===== src/rtl/dsm_interp_feeder.sv =====
// Oversampling feeder for the first-order delta-sigma DAC modulator: input FIFO plus per-sample interpolation.
// Define DSM_FEEDER_INTERP_EN for linear interpolation; when undefined, each sample is held (zero-order hold).
module dsm_interp_feeder #(
  parameter int DATA_WIDTH      = 16,
  parameter int OSR_LOG2        = 6,
  parameter int FIFO_DEPTH_LOG2 = 2,
  parameter int CLK_DIV         = 1
) (
  input  logic                         i_clk,
  input  logic                         i_rst_n,
  input  logic                         i_enable,
  input  logic                         i_valid,
  input  logic signed [DATA_WIDTH-1:0] i_data,
  output logic                         o_ready,
  output logic signed [DATA_WIDTH-1:0] o_data,
  output logic                         o_en,
  output logic                         o_underrun,
  input  logic                         i_clr_underrun
);

  localparam int DEPTH = 1 << FIFO_DEPTH_LOG2;
  localparam int SW    = DATA_WIDTH + 1;
  localparam int AW    = SW + OSR_LOG2;
  localparam int DIV_W = (CLK_DIV > 1) ? $clog2(CLK_DIV) : 1;
  localparam logic [FIFO_DEPTH_LOG2:0] FULL    = (FIFO_DEPTH_LOG2+1)'(DEPTH);
  localparam logic [DIV_W-1:0]         DIV_TOP = DIV_W'(CLK_DIV - 1);

  typedef enum logic [1:0] {IDLE, PRIME, RUN, DRAIN} state_t;

  // Sample scaled into accumulator units (x * OSR), sign-extended to the full width.
  function automatic logic signed [AW-1:0] to_acc(input logic signed [DATA_WIDTH-1:0] x);
    return {x[DATA_WIDTH-1], x, {OSR_LOG2{1'b0}}};
  endfunction

  logic signed [DATA_WIDTH-1:0] fifo_mem [DEPTH];
  logic [FIFO_DEPTH_LOG2-1:0]   wr_ptr, rd_ptr;
  logic [FIFO_DEPTH_LOG2:0]     count;
  logic                         fifo_empty, wr, pop;
  logic signed [DATA_WIDTH-1:0] head;

  state_t                       state, state_nxt;
  logic signed [DATA_WIDTH-1:0] y1;
  logic signed [SW-1:0]         step;
  logic signed [AW-1:0]         acc, prime_acc, bnd_acc, step_ext;
  logic [OSR_LOG2-1:0]          k;
  logic [DIV_W-1:0]             div;
  logic                         active, div_hit, strobe, last_strobe, boundary;
  logic                         prime_pop, run_pop, ur_set;

  assign o_ready    = (count != FULL);
  assign fifo_empty = (count == '0);
  assign wr         = i_valid && o_ready;
  assign head       = fifo_mem[rd_ptr];
  assign pop        = prime_pop || run_pop;

  always_ff @(posedge i_clk or negedge i_rst_n) begin
    if (!i_rst_n) begin
      wr_ptr <= '0;
      rd_ptr <= '0;
      count  <= '0;
      for (int i = 0; i < DEPTH; i++) fifo_mem[i] <= '0;
    end else begin
      if (wr) begin
        fifo_mem[wr_ptr] <= i_data;
        wr_ptr           <= wr_ptr + 1'b1;
      end
      if (pop) rd_ptr <= rd_ptr + 1'b1;
      case ({wr, pop})
        2'b10:   count <= count + 1'b1;
        2'b01:   count <= count - 1'b1;
        default: ;
      endcase
    end
  end

  always_ff @(posedge i_clk or negedge i_rst_n) begin
    if (!i_rst_n) state <= IDLE;
    else          state <= state_nxt;
  end

  always_comb begin
    state_nxt   = state;
    prime_pop   = 1'b0;
    active      = (state == RUN) || (state == DRAIN);
    div_hit     = (div == DIV_TOP);
    strobe      = active && div_hit;
    last_strobe = strobe && (&k);
    boundary    = (state == RUN) && last_strobe;
    run_pop     = boundary && !fifo_empty;
    ur_set      = boundary && fifo_empty;
    case (state)
      IDLE:  if (i_enable) state_nxt = PRIME;
      PRIME: begin
        if (!i_enable) state_nxt = IDLE;
        else if (!fifo_empty) begin
          state_nxt = RUN;
          prime_pop = 1'b1;
        end
      end
      RUN:   if (!i_enable) state_nxt = DRAIN;
      DRAIN: if (last_strobe) state_nxt = IDLE;
      default: state_nxt = IDLE;
    endcase
  end

`ifdef DSM_FEEDER_INTERP_EN
  logic signed [DATA_WIDTH-1:0] y0;

  always_ff @(posedge i_clk or negedge i_rst_n) begin
    if (!i_rst_n)       y0 <= '0;
    else if (prime_pop) y0 <= '0;
    else if (boundary)  y0 <= y1;
  end

  // Ramp starts at y0*OSR and climbs by (y1-y0) per strobe, so acc>>>OSR_LOG2 is the floor-interpolated value.
  assign step      = {y1[DATA_WIDTH-1], y1} - {y0[DATA_WIDTH-1], y0};
  assign prime_acc = '0;
  assign bnd_acc   = to_acc(y1);
`else
  assign step      = '0;
  assign prime_acc = to_acc(head);
  assign bnd_acc   = to_acc(run_pop ? head : y1);
`endif

  assign step_ext = {{OSR_LOG2{step[SW-1]}}, step};

  always_ff @(posedge i_clk or negedge i_rst_n) begin
    if (!i_rst_n) begin
      y1         <= '0;
      acc        <= '0;
      k          <= '0;
      div        <= '0;
      o_data     <= '0;
      o_en       <= 1'b0;
      o_underrun <= 1'b0;
    end else begin
      o_en <= strobe;
      if (ur_set)              o_underrun <= 1'b1;
      else if (i_clr_underrun) o_underrun <= 1'b0;

      if (prime_pop) begin
        y1  <= head;
        acc <= prime_acc;
        k   <= '0;
        div <= '0;
      end else if (active) begin
        div <= div_hit ? '0 : div + 1'b1;
        if (strobe) begin
          o_data <= acc[OSR_LOG2 +: DATA_WIDTH];
          if (boundary) begin
            // An empty FIFO keeps y1, so the next period holds the last sample.
            acc <= bnd_acc;
            k   <= '0;
            if (run_pop) y1 <= head;
          end else begin
            acc <= acc + step_ext;
            k   <= k + 1'b1;
          end
        end
      end
    end
  end

endmodule


===== config.mk =====
export PLATFORM = sky130hd
export DESIGN_NAME = dsm_interp_feeder
export DESIGN_NICKNAME = d
export VERILOG_FILES = /design/src/rtl/dsm_interp_feeder.sv
export SDC_FILE = /design/constraint.sdc
export NUM_CORES = 1
export LEC_CHECK = 0
export BUFFER_PORTS_ARGS = -buffer_cell sky130_fd_sc_hd__buf_2
export CAP_MARGIN = 20
export CORE_ASPECT_RATIO = 1.1
export CORE_UTILIZATION = 40
export DETAILED_ROUTE_END_ITERATION = 6
export RECOVER_POWER = 50
export SETUP_SLACK_MARGIN = 0.02
export SYNTH_ARGS = -nofsm -noshare
export SYNTH_HDL_FRONTEND = slang
export SYNTH_SLANG_ARGS = --single-unit

===== constraint.sdc =====
create_clock -name i_clk -period 2.6 [get_ports i_clk]
set_input_delay 0.13 -clock i_clk [delete_from_list [all_inputs] [get_ports i_clk]]
set_output_delay 0.13 -clock i_clk [all_outputs]
set_load 0.005 [all_outputs]

# == Yosys cells after proc, flatten, opt, wreduce, memory -nomap -nowiden ==
# Cells that the tools add are included.
# totals
ff_bits,136
inputBits,21
word_cells,94
# classes
n_addsub,6
magnitude_cmp,3
eq_ne,10
muxes,34
bitwise,4
n_reduce_logical,22
# ops
cell,n
$mux W16,8
$mux W22,4
$bwmux W64,1
$bmux W16 S2,1
$demux W16 S2,1
$mux W6,4
$mux W2,5
$reduce_bool A2 Y1,5
$mux W1,8
$pmux W2 S4,1
$logic_and A1 B1 Y1,7
$add A6 B1 Y6 const B,1
$eq A2 B2 Y1 const B,3
$ge A3 B3 Y1 const B,2
$ne A2 B2 Y1 const B,3
$ne A3 B3 Y1 const B,2
$not A2 Y3,2
$pmux W3 S2,1
$reduce_and A3 Y1,2
$reduce_and A6 Y1,1
$add A2 B1 Y2 const B,2
$eq A2 B1 Y1 const B,2
$reduce_and A4 Y1,1
$add A3 B1 Y3 const B,1
other kinds (9),11

# == Longest topological paths before layout ==
# depth
depth_word,11
mapped_depth,12

# == Worst setup path before layout ==
# Ideal clock, no wire load.
# synth_timing
path_type,flip-flop to flip-flop
start,register k[0]
end,register count[2]
arrival_time_ns,2.602
required_ns,2.521
setup_slack_ns,-0.081
stages_incl_launch_ff,13
path_buffers,2
cell_sequence,dfrtp_1 ha_1 nand4_2 or3_1 buf_6 a21oi_4 buf_12 ha_1 inv_1 fa_1 xor2_1 nor2_1 xor2_1
# synth_via
elab_chain_cells,7
word_cells_on_any_way,9
# synth_rtl
item,line_no,text
start: declaration,45,logic [OSR_LOG2-1:0] k;
start signal: assignment,157,k <= k + 1'b1;
$reduce_and A6 Y1 (*),87,last_strobe = strobe && (&k);
$logic_and A1 B1 Y1 (*),87,
$logic_and A1 B1 Y1 (*),88,boundary = (state == RUN) && last_strobe;
$logic_and A1 B1 Y1 (*),89,run_pop = boundary && !fifo_empty;
$logic_or A1 B1 Y1 (*),54,assign pop = prime_pop || run_pop;
$eq A2 B1 Y1 / $eq A2 B2 Y1 (equally long branches),68,"case ({wr, pop})"
$pmux W3 S2 / $reduce_bool A2 Y1 (equally long branches),n/a,
end signal: assignment,69,2'b10: count <= count + 1'b1;
end signal: assignment,70,2'b01: count <= count - 1'b1;
end: declaration,37,logic [FIFO_DEPTH_LOG2:0] count;
# Every way passes the cells marked *; elsewhere a longest branch is shown, timed or not.
# A chain may end at the register's enable or synchronous reset.

# == Worst setup path after layout ==
# Ends and elaborated chain as after synthesis.

==> impl_metrics.yaml <==
placement:
  hpwl_mm: 5.67
  place.gp.congestion: 0.783
  place_ws_ps: 162
  port_buffers: 39
critical_path:
  timing.rr.start: "k[0]$_DFFE_PN0P_"
  crit_arrival_ps: 2760
  rrSetupSlack_ps: 160
  reg2regPathDepth: 10
  critPathCapture: "count[2]$_DFFE_PN0P_"
  critPathLaunch: "k[0]$_DFFE_PN0P_"
  path_max_fanout: 7
  required_ps: 2920
  endpoint_kind: "register"
  path_class: "reg -> reg"
  r2r_end: "count[2]$_DFFE_PN0P_"
  cp-start-kind: "register"
detailed_routing:
  wl_per_cell_um: 16.8
  vias: 2721
  drt_first_pass_iters: 4
  routed_via_density: 5.12
  drc_errors: 0
  drt_wl_total_mm: 8.90
  drtAntennaViolNets: 0
  drtIter0Drc: 121
die:
  die_area_mm2: 0.0126
  pin_count: 40
  dieWidth_um: 107
  rows: 41
  initial_core_util_pct: 41.8
  die_y_um: 118
  coreArea_mm2: 0.0116
clock_tree:
  clk_path_buf_depth: 2
  cts_tree: "built"
  cts_sinks: 113
  cts_root_buffer: "clkbuf_16"
  cts_resized: 0
  cts_inserted_buffers: 17
  clkTransAtPathRegs_ps: 50
  clock_latency_ps: 400
  htreeDepth: 4
  post-cts-setup-buffers: 0
timing:
  final-max-slew-violation-count: 0
  post-route-period-util_pct: 93.9
  slew_headroom_pct: 9.23
  grt_setup_unrepaired: "false"
  fin_crit_ps: 2440
  timing.fmax_mhz: 410
  setup_ws_ps: 159
  worst_pin_slew_ps: 1360
  final.setup.tns_ps: 0
  finalHoldViolations: 0
  fin_skew_ps: 7.64
  setup_viol: 0
yosys:
  synth_cells: 309
  synthFlopType: "dfrtp_1"
  syn_avg_cell_area_um2: 15.7
  synth_top_area_share_pct: 58.1
  yosysTopAreaCell: "dfrtp_1"
  synth_most_common_cell: "dfrtp_1"
  synth-seq-area-share_pct: 58.1
  synth_nets: 337
  ys_warn_count: 0
  synth_commonest_cells: "dfrtp_1, mux2_2, mux4_2, nand2_1"
  synth_seq_cells: 113
  synth_area_leaders: "dfrtp_1, mux2_2, mux4_2, mux2_4, ha_1"
  async_flop_share_pct: 100
  synth_cell_types: 35
  netlist_area_mm2: 0.00486
  synth_enable_flop_cells: 0
finish:
  drive_above_1_share_pct: 49.3
  syn_to_final_growth_pct: 20.8
  insertedDiodeCount: 0
  utilization_pct: 50.5
  fin_nets: 396
worst_hold_path:
  min_path_type: "in -> reg"
global_route:
  grtUsageTotal_pct: 15.9
  grt_pass1_vias: 2732
  grt_pass1_wl_mm: 14.9
  overflow: 0
  grt_max_degree: 56
  antenna_found_initial: 0
power_and_ir_drop:
  power_density_mw_per_mm2: 1320
  power.leakage_nw: 2.61
  ir_drop_uv: 478
job:
  maxCapViolCount: 0
run_status:
  status: "finished, final reports clean"
[state kept, by name, indices dropped and copies added, names as in the netlist, 2 cells and up, named ones only]
name,count
fifo_mem,64
rd_ptr,2
count,3
wr_ptr,2
acc,16
o_data,16
k,6
[layer usage]
layer  vias up  wire (µm)  track usage (%)
li1       1239          -                -
met1      1427       4130             20.9
met2        49       4350             24.4
met3         6        328             5.26
met4         0         98             6.16
met5         -          0                0
[worst min-delay path by stage]
stage                     startpoint                        to  slack, ps  cells after the start
after floorplan              i_rst_n                 async pin       -170                      0
after global placement       i_rst_n            o_en$_DFF_PN0_        220                      1
after detailed placement     i_rst_n            o_en$_DFF_PN0_        230                      1
after CTS                 i_data[15]  fifo_mem[47]$_DFFE_PN0P_        0.5                      2
after global routing      i_data[15]  fifo_mem[31]$_DFFE_PN0P_          3                      2
final                      i_data[6]  fifo_mem[54]$_DFFE_PN0P_         10                      2
[final cells by class]
| type | instances | area, µm² |
|---|---|---|
| Multi-Input combinational cell | 174 | 1940 |
| Inverter | 8 | 30.0 |
| Clock buffer | 28 | 507 |
| Timing Repair Buffer | 54 | 317 |
| Sequential cell | 113 | 2830 |
| Tap cell | 150 | 188 |
| Clock inverter | 4 | 72.6 |
| Fill cell | 987 | 5770 |
[critical path, stage by stage (launching register included)]
cell and delay [ps]:
dfrtp_1 410, ha_2 220, nand4_2 130, or3_1 480, a21oi_4 210, ha_4 150, inv_1 50, fa_2 330
xor2_1 140, nor2_1 120, xor2_1 140
[stage by stage]
step	total power [mW]	std cells	instance area [µm²]	hold WS, ps
4_1_cts	7.88	531	5900	0.493
3_3_place_gp	5.48	492	5250	219
5_1_grt	8.22	531	5880	2.94
3_5_place_dp	5.58	492	5250	225
2_1_floorplan	4.88	309	4880	-166
6_report	7.75	531	5880	11.9
[cells in the final DEF, fill, tap and decap left out, types with 6 or more instances in the layout]
cell type and instances:
dfrtp_1 113, mux2_2 88, buf_2 32, clkbuf_16 17
mux4_2 16, clkbuf_1 16, nand2_1 11, inv_1 8
mux2_4 8, dlygate4sd3_1 7, o21ai_0 6
[repair_timing]
action / 4_1_cts / 5_1_grt
hold buffers: 7 / 0
setup endpoints to repair: 0 / 0
endpoints found under the hold margin: 67 / 0
[logic make-up after synthesis]
kind of cell | Yosys count | share of synthesized area (%)
xor gates and xnor gates | 7 | 1.26
and+or+nand+nor | 31 | 3.40
AOI/OAI and AO/OA | 16 | 2.37
buffers and inverters | 22 | 2.44
adders and majority gates | 7 | 1.95
muxes | 113 | 30.5
DFF | 113 | 58.1
[where the power goes]
| part | internal, mW | switching (mW) | total (mW) |
|---|---|---|---|
| clock | 1.51 | 0.730 | 2.24 |
| combinational | 1.47 | 0.935 | 2.40 |
| sequential | 2.63 | 0.485 | 3.11 |
| total | 5.60 | 2.15 | 7.75 |
Power figures use the tool's default switching activity.
